### src/rtl/vga_pkg.sv
// Shared definitions for the VGA output path.
//   CW_DEFAULT  : default colour component width
//   MODE_*      : encodings of the output colour mode (mode_in / mode_act_out)
package vga_pkg;

  localparam int CW_DEFAULT = 10;

  localparam logic [1:0] MODE_COLOUR = 2'b00;
  localparam logic [1:0] MODE_GREY   = 2'b01;
  localparam logic [1:0] MODE_GREEN  = 2'b10;
  localparam logic [1:0] MODE_AMBER  = 2'b11;

endpackage

### src/rtl/vga_to_greyscale.sv
// Combinational luma core.
//   r, g, b : colour components, CW bits each
//   y       : unsaturated luma, CW+1 bits
// Shift-and-add approximation of 0.28R + 0.56G + 0.125B. The result is kept
// one bit wider than the inputs; clamping is left to the caller.
module vga_to_greyscale
  import vga_pkg::*;
#(
  parameter int CW = CW_DEFAULT
) (
  input  logic [CW-1:0] r,
  input  logic [CW-1:0] g,
  input  logic [CW-1:0] b,
  output logic [CW:0]   y
);

  localparam int YW = CW + 1;

  always_comb begin
    y = YW'(r >> 2) + YW'(r >> 5)
      + YW'(g >> 1) + YW'(g >> 4)
      + YW'(b >> 4) + YW'(b >> 4);
  end

endmodule

### src/rtl/vga_colour_mode_pipe.sv
// Registered video output stage: colour / greyscale / green / amber.
//   clk_in, rst_n_in, ce_in     : pixel clock, sync active-low reset, pixel enable
//   r_in, g_in, b_in            : incoming colour components (CW bits)
//   hs_in, vs_in, blank_in      : incoming syncs and blanking
//   mode_in                     : requested mode, sampled only at a vsync start
//   r_out, g_out, b_out         : processed colour, 2 ce after input
//   hs_out, vs_out, blank_out   : syncs/blank delayed 2 ce to match the colour
//   mode_act_out                : mode currently latched
// Stage 1 registers the raw pixel together with the mode that applies to it;
// stage 2 derives luma, applies the tint and blanking, and registers outputs.
module vga_colour_mode_pipe
  import vga_pkg::*;
#(
  parameter int   CW       = CW_DEFAULT,
  parameter logic SYNC_ACT = 1'b0
) (
  input  logic          clk_in,
  input  logic          rst_n_in,
  input  logic          ce_in,
  input  logic [CW-1:0] r_in,
  input  logic [CW-1:0] g_in,
  input  logic [CW-1:0] b_in,
  input  logic          hs_in,
  input  logic          vs_in,
  input  logic          blank_in,
  input  logic [1:0]    mode_in,
  output logic [CW-1:0] r_out,
  output logic [CW-1:0] g_out,
  output logic [CW-1:0] b_out,
  output logic          hs_out,
  output logic          vs_out,
  output logic          blank_out,
  output logic [1:0]    mode_act_out
);

  localparam logic [CW-1:0] C_MAX = '1;

  // Stage 1 state
  logic [CW-1:0] s1_r_reg, s1_g_reg, s1_b_reg;
  logic          s1_hs_reg, s1_vs_reg, s1_blank_reg;
  logic [1:0]    s1_mode_reg;

  // Mode latch and vsync edge detector
  logic [1:0]    mode_act_reg;
  logic          vs_prev_reg;
  logic          vs_start;
  logic [1:0]    mode_next;

  // Stage 2 / output state
  logic [2:0][CW-1:0] rgb_reg;
  logic               hs_reg, vs_reg, blank_reg;

  assign vs_start  = ce_in & (vs_in == SYNC_ACT) & (vs_prev_reg != SYNC_ACT);
  // The new mode already applies to the pixel captured on the vsync edge.
  assign mode_next = vs_start ? mode_in : mode_act_reg;

  always_ff @(posedge clk_in) begin
    if (!rst_n_in) begin
      s1_r_reg     <= '0;
      s1_g_reg     <= '0;
      s1_b_reg     <= '0;
      s1_hs_reg    <= ~SYNC_ACT;
      s1_vs_reg    <= ~SYNC_ACT;
      s1_blank_reg <= 1'b1;
      s1_mode_reg  <= MODE_COLOUR;
      mode_act_reg <= MODE_COLOUR;
      vs_prev_reg  <= ~SYNC_ACT;
    end else if (ce_in) begin
      s1_r_reg     <= r_in;
      s1_g_reg     <= g_in;
      s1_b_reg     <= b_in;
      s1_hs_reg    <= hs_in;
      s1_vs_reg    <= vs_in;
      s1_blank_reg <= blank_in;
      s1_mode_reg  <= mode_next;
      mode_act_reg <= mode_next;
      vs_prev_reg  <= vs_in;
    end
  end

  // Stage 2: luma, clamp, tint
  logic [CW:0]        y_raw;
  logic [CW-1:0]      y_sat;
  logic [2:0][CW-1:0] tint_next;
  logic [2:0][CW-1:0] rgb_next;

  vga_to_greyscale #(.CW(CW)) u_grey (
    .r (s1_r_reg),
    .g (s1_g_reg),
    .b (s1_b_reg),
    .y (y_raw)
  );

  assign y_sat = (y_raw > {1'b0, C_MAX}) ? C_MAX : y_raw[CW-1:0];

  always_comb begin
    tint_next[0] = s1_r_reg;
    tint_next[1] = s1_g_reg;
    tint_next[2] = s1_b_reg;
    case (s1_mode_reg)
      MODE_GREY: begin
        tint_next[0] = y_sat;
        tint_next[1] = y_sat;
        tint_next[2] = y_sat;
      end
      MODE_GREEN: begin
        tint_next[0] = '0;
        tint_next[1] = y_sat;
        tint_next[2] = '0;
      end
      MODE_AMBER: begin
        tint_next[0] = y_sat;
        tint_next[1] = (y_sat >> 1) + (y_sat >> 2);
        tint_next[2] = '0;
      end
      default: ;
    endcase
  end

  // Blanking overrides every mode.
  genvar gi;
  generate
    for (gi = 0; gi < 3; gi++) begin : g_chan
      assign rgb_next[gi] = s1_blank_reg ? '0 : tint_next[gi];
    end
  endgenerate

  always_ff @(posedge clk_in) begin
    if (!rst_n_in) begin
      rgb_reg   <= '0;
      hs_reg    <= ~SYNC_ACT;
      vs_reg    <= ~SYNC_ACT;
      blank_reg <= 1'b1;
    end else if (ce_in) begin
      rgb_reg   <= rgb_next;
      hs_reg    <= s1_hs_reg;
      vs_reg    <= s1_vs_reg;
      blank_reg <= s1_blank_reg;
    end
  end

  assign r_out        = rgb_reg[0];
  assign g_out        = rgb_reg[1];
  assign b_out        = rgb_reg[2];
  assign hs_out       = hs_reg;
  assign vs_out       = vs_reg;
  assign blank_out    = blank_reg;
  assign mode_act_out = mode_act_reg;

endmodule

### config.mk
export PLATFORM = sky130hd
export DESIGN_NAME = vga_colour_mode_pipe
export DESIGN_NICKNAME = d
export VERILOG_FILES = /design/src/rtl/vga_pkg.sv /design/src/rtl/vga_to_greyscale.sv /design/src/rtl/vga_colour_mode_pipe.sv
export SDC_FILE = /design/constraint.sdc
export NUM_CORES = 1
export LEC_CHECK = 0
export ABC_AREA = 1
export BUFFER_PORTS_ARGS = -buffer_cell sky130_fd_sc_hd__buf_4
export CAP_MARGIN = 40
export CORE_ASPECT_RATIO = 1.2
export CORE_MARGIN = 8
export CORE_UTILIZATION = 51
export DETAILED_ROUTE_END_ITERATION = 10
export GPL_TIMING_DRIVEN = 0
export HOLD_SLACK_MARGIN = 0.06
export PLACE_DENSITY = 0.87
export SLEW_MARGIN = 40
export SYNTH_ARGS = -nofsm -noshare
export SYNTH_HDL_FRONTEND = slang
export SYNTH_SLANG_ARGS = --single-unit
### constraint.sdc
create_clock -name clk_in -period 4.53 [get_ports clk_in]
set_clock_uncertainty 0.2 [all_clocks]
set_input_delay 0.906 -clock clk_in [delete_from_list [all_inputs] [get_ports clk_in]]
set_output_delay 0.906 -clock clk_in [all_outputs]
set_load 0.03 [all_outputs]
After elaboration in Yosys (flattened, before gate mapping)
Index checks and enable logic that the tools add are counted.
Widths: inputs -> output; s select.
- input port bits: 38
- output and inout port bits: 35
- register bits: 68
- word-level logic and storage cells: 32
- magnitude comparators: 1
- muxes and demuxes: 5
- bitwise operators: 3
- equal/unequal tests: 3
- reductions and logical operators: 1
- $add $sub $neg: 6
- operators with widths (kind ; number):
    $pmux 30 s3 ; 1
    $mux 10 ; 4
    $add 11x6->11 ; 3
    $add 11x9->11 ; 1
    $gt 11x10->1 const B ; 1
    $add 9x8->10 ; 1
    $add 8x5->9 ; 1
    $eq 2x2->1 const B ; 2
    $and 1x1->1 ; 2
    $eq 2x1->1 const B ; 1
    $reduce_and 2->1 ; 1
    $not 1->1 ; 1

Longest topological paths before layout
- depth after elaboration: 10
- depth in mapped cells: 31
- mapped depth without buffers: 31

By module
From an unflattened synthesis, not the netlist that was laid out.
- cell total of the unflattened synthesis: 595
- area total of the unflattened synthesis: 4170.2 um^2
- modules (own cells, without submodules) (module ; seq. area each (um^2) ; times used ; cells each ; area each (um^2)):
    vga_colour_mode_pipe ; 1361.3 ; 1 ; 467 ; 3213.1
    vga_to_greyscale ; 0.0 ; 1 ; 128 ; 957.2

Worst setup path before layout
Ideal clock, no wire load.
- kind: reg2reg
- start: reg s1_r_reg[5]
- end: reg rgb_reg, in the netlist g_out[8]
- arrival time: 4.527 ns
- stages on the path, launching flop included: 27
- setup time: 0.133 ns
- clock period less this slack: 4.860 ns
- required time: 4.197 ns
- setup slack: -0.330 ns
- buffers on the path: 0
- cell sequence: dfxtp_1 > ha_1 > inv_1 > fa_1 > o21ai_0 > xor2_1 > inv_1 > fa_1 > inv_1 > fa_1 > inv_1 > ha_1 > nand2_1 > nand2_1 > nand2_1 > nor2_1 > nor2_1 > nand2_1 > ha_1 > a21oi_1 > o21bai_1 > a21oi_1 > nand2_1 > nand2_1 > nand3_1 > nand2_1 > a21oi_2
- cells in the longest elaborated chain, start to end: 10
- ends and longest elaborated chain (item ; RTL line ; source):
    start: declaration ; vga_colour_mode_pipe.sv:39 ; logic [CW-1:0] s1_r_reg, s1_g_reg, s1_b_reg;
    start signal: assignment ; vga_colour_mode_pipe.sv:69 ; s1_r_reg <= r_in;
    $add 8x5->9 * ; vga_to_greyscale.sv:20 ; y = YW'(r >> 2) + YW'(r >> 5)
    $add 11x9->11 * ; vga_to_greyscale.sv:21 ; + YW'(g >> 1) + YW'(g >> 4)
    $add 11x6->11 * ; vga_to_greyscale.sv:21 ;
    $add 11x6->11 * (2 in series) ; vga_to_greyscale.sv:22 ; + YW'(b >> 4) + YW'(b >> 4);
    $gt 11x10->1 ; vga_colour_mode_pipe.sv:94 ; assign y_sat = (y_raw > {1'b0, C_MAX}) ? C_MAX : y_raw[CW-1:0];
    $mux 10 * ; vga_colour_mode_pipe.sv:94 ;
    $add 9x8->10 ; vga_colour_mode_pipe.sv:113 ; tint_next[1] = (y_sat >> 1) + (y_sat >> 2);
    $pmux 30 s3 * ; vga_colour_mode_pipe.sv:100 ; case (s1_mode_reg)
    $mux 10 * ; vga_colour_mode_pipe.sv:124 ; assign rgb_next[gi] = s1_blank_reg ? '0 : tint_next[gi];
    end signal: assignment ; vga_colour_mode_pipe.sv:135 ; rgb_reg <= rgb_next;
    end: declaration ; vga_colour_mode_pipe.sv:50 ; logic [2:0][CW-1:0] rgb_reg;
Every way passes the cells marked *; elsewhere a longest branch is shown, timed or not.
A chain may end at the register's enable or synchronous reset.

Worst setup path after layout
- start: reg s1_r_reg[7]
- end: reg rgb_reg, in the netlist g_out[5]
The elaborated chain is that of the path after synthesis.

==> flow_results.org <==
** Synth
- The number of different library cells used by synthesis comes to 35.
- During synthesis, Yosys emitted a total of 0 warnings.
- After synthesis the netlist holds a flip-flop and latch count of 68.
- The synthesized-area fraction occupied by ao, oa, aoi and oai cells was 0.206.
- Area share of fa/ha/maj cells after synthesis :: 0.149
- Summed instance area of the synthesized netlist :: 4210 um^2
- Synthesized instance count :: 579
- Ranked by total cell area, the synthesized netlist is headed by dfxtp_1, nand2_1, a21oi_1.
- Net count after synthesis :: 658
- Of the total synthesized cell area, the portion taken by AND, OR, NAND and NOR gates is 0.197.
- The share of the Yosys chip area taken by registers is 0.323.
- Summed over all instances, the cell type with the most area after synthesis is dfxtp_1.
- Proportion of synthesized area in mux cells :: 0
- Portion of synthesized cell area occupied by the leading cell type :: 0.323
- Synthesized area per cell :: roughly 7.3 um^2
- Xor-xnor portion of the synthesized cell area :: 0.0229
- Largest family of logic cells by synthesized area :: compound AO/OA/AOI/OAI gates

** Timing
- Worst-case headroom to the max-slew limit :: 0.504
- In the finished design, the share of the clock period the worst path needs comes to 1.10.
- Setup Viol. Count Final :: 9
- Setup repair after global routing could not meet its margin everywhere.
- Once routing completed, OpenROAD measured the worst setup slack at -0.466 ns.
- At the pin with the least slew margin, the transition time is about 0.74 ns.
- The final-report max-slew violation count was 0.
- Fin. Hold Viols :: 0
- Derived from the worst setup path, the maximum achievable clock frequency is around 200 MHz.
- For the finished layout, the period the worst path requires is around 5 ns.

** Drt
- Total via count after detailed routing :: 4557
- For this run, design rule violations remaining after detail routing come to 0.
- Summed over all layers, the routed wires come to about 15000 um.
- In this run the remaining antenna-violating nets after routing total 0.
- Iteration-0 DRC count of the detailed router :: 342
- Routed WL per cell :: 19.0 um
- Vias per Instance :: between 5 and 6
- For this run, the detailed router's first-pass iteration total came to 7.

** Min path
- Worst hold-check path type :: flop to flop
- The startpoint identified for the worst hold timing path is r_out[0].

** Power and ir drop
- Static Leak :: 2.67 nW
- Power spread over the standard cell area amounts to 604 nW/um^2.
- The worst-case IR drop observed on VDD is 323 uV.
- Power after layout :: ~0.0037 W

** Final layout
- Of the cells placed in the final design, the portion with a size suffix greater than 1 is 0.351.
- Area growth from synthesis to layout :: 43.6%
- Final core utilization :: 0.750
- The number of antenna diodes in the final layout is 0.
- The net count of the finished layout is 773.

** Floorplan
- The die is 99.0 um wide.
- Number of core rows :: 36
- 73 I/O pins were placed.
- The die is 116 um tall.
- Die ar. :: 11400 um^2
- Starting utilization of the core area :: 0.523
- Placeable core region :: slightly above 8000 um^2

** Worst setup path
- The worst setup path is captured at a flop.
- STA puts the critical path data arrival time at 5.07 ns.
- Number of buffers and inverters on the critical path :: 10
- The setup path with the least slack is of type flop to flop.
- CP max-delay cell :: fa_1
- In this design, the stage delay of the slowest critical-path cell is between 0.4 and 0.5 ns.
- Startpoint types :: flop
- On the critical path the largest part of the delay comes from adder cells.
- For the worst setup path, the data required time is 4.60 ns.
- Start point of the critical path :: s1_r_reg[7]
- Maximum fanout count along the critical path :: 6
- The worst register-to-register path begins at s1_r_reg[7].

** CTS
- Clk sinks :: 68
- Register clock-pin slew on the reported worst setup and hold paths :: 0.07 ns
- Max H-tree Level :: 3
- In this run, CTS created clock tree buffers numbering 9.
- CTS root buffer :: clkbuf_8
- In this run the deepest clock path goes through 2 buffers.
- CTS tree :: yes
- The later pin in the worst-skew pair is clocked with a latency of 0.36 ns.

** Placed design
- GPL Wtd Cong :: 0.948
- Count of buffers from port buffering :: 71
- Once detailed placement completed, the half-perimeter wirelength came to 10400 um.

** GRT
- Across every metal layer, demand over resource in global routing totals 0.241.
- Number of antenna violations at the first check in global routing :: 0
- The first global-routing pass estimated 21600 um of wire.
- The number of global-route vias before repair is between 4000 and 5000.
- Maximum number of pins on one net before global-route repair :: 12
- For this run the aggregate overflow at the end of global routing stands at 0.

** Outcome
- Status :: finished with violations
- The checks that failed: setup timing.

** Flow run
- # Max-Cap Violations :: 0
placed cells by master (no fill, tap or decap), types with 11 or more instances in the layout:
cell / count
clkbuf_1: 23
nand2_1: 95
dfxtp_1: 63
ha_4: 16
a21oi_2: 11
buf_4: 98
fa_1: 12
o21ai_0: 42
nand2_4: 11
nand2_2: 15
inv_1: 73
inv_2: 16
a21oi_1: 56
nor2_1: 24
nand3_1: 21
clkbuf_8: 11
final timing paths:
check | end | slack [ns] | cells past startpoint
worst max-delay path | g_out[5] | -0.47 | 30
worst min-delay path | r_out[0] | 0.27 | 2
worst max register to register | g_out[5] | -0.47 | 30
worst min register to register | r_out[0] | 0.27 | 2
layer usage:
| metal | vias to the layer above | global-route usage | share of wire |
|---|---|---|---|
| met4 | 0 | 0.137 | 0.046 |
| met2 | 205 | 0.434 | 0.52 |
| met1 | 2182 | 0.254 | 0.37 |
| met3 | 63 | 0.0547 | 0.065 |
| li1 | 2107 | - | - |
| met5 | - | 0 | 0 |
cells in the mapped netlist (all sizes together):
master,n
xnor2,2
nand3,29
clkinv,3
o221ai,7
a21o,2
a31oi,1
fa,15
inv,91
dfxtp,68
nor3,4
o21bai,4
clkbuf,22
a22o,5
o21ai,47
o211ai,1
ha,26
xor2,9
a221oi,1
nand2,122
a21oi,72
nor2,36
o22ai,7
a211oi,1
nand4,4
report_power, final:
part | internal [W] | total (W) | switching, W
clock | 0.000395 | 0.000627 | 0.000232
combinational | 0.000962 | 0.00237 | 0.00141
sequential | 0.000629 | 0.000655 | 0.0000263
stage by stage:
step	setup slack, ns	hold WS (ns)	setup TNS [ns]	instances	cell area, um^2
global route	-0.813	0.297	-7.21	794	6050
finish	-0.466	0.269	-3.32	794	6050
detailed placement	-0.681	0.250	-5.10	745	4950
global placement	-0.552	0.241	-4.00	745	4950
CTS	-0.306	0.271	-1.46	775	5530
floorplan	0.00384	0.229	0	579	4300
kinds of logic after synthesis:
group                      Yosys count
AOI/OAI and AO/OA                  148
xor gates and xnor gates            11
adders and majority gates           41
buffers and inverters              116
DFF                                 68
and+or+nand+nor                    195
worst reg2reg max path, delay by kind of cell (launching register included):
kind / cells / cell delay [ns]
flops: 1 / 0.36
simple gates: 11 / 1.28
xor+xnor: 1 / 0.16
compound gates: 4 / 0.61
buf+inv: 10 / 0.95
fa+ha+maj: 4 / 1.34
layout make-up:
cell class                 instances  area, um^2
buffer                            22        82.6
clock buffer                      12         155
clock inverter                     4        95.1
fill                             530        2010
inverter                          94         360
multi-input combinational        395        3050
sequential                        68        1370
tap                               95         119
timing repair buffer             104         812
what timing repair did:
action                     in CTS  in global routing
pin swaps                      28                 44
setup endpoints to repair      10                 13
resized for setup              44                 89
hold buffers                    0                  0
setup buffers                  14                 19
Power figures use the tool's default switching activity.
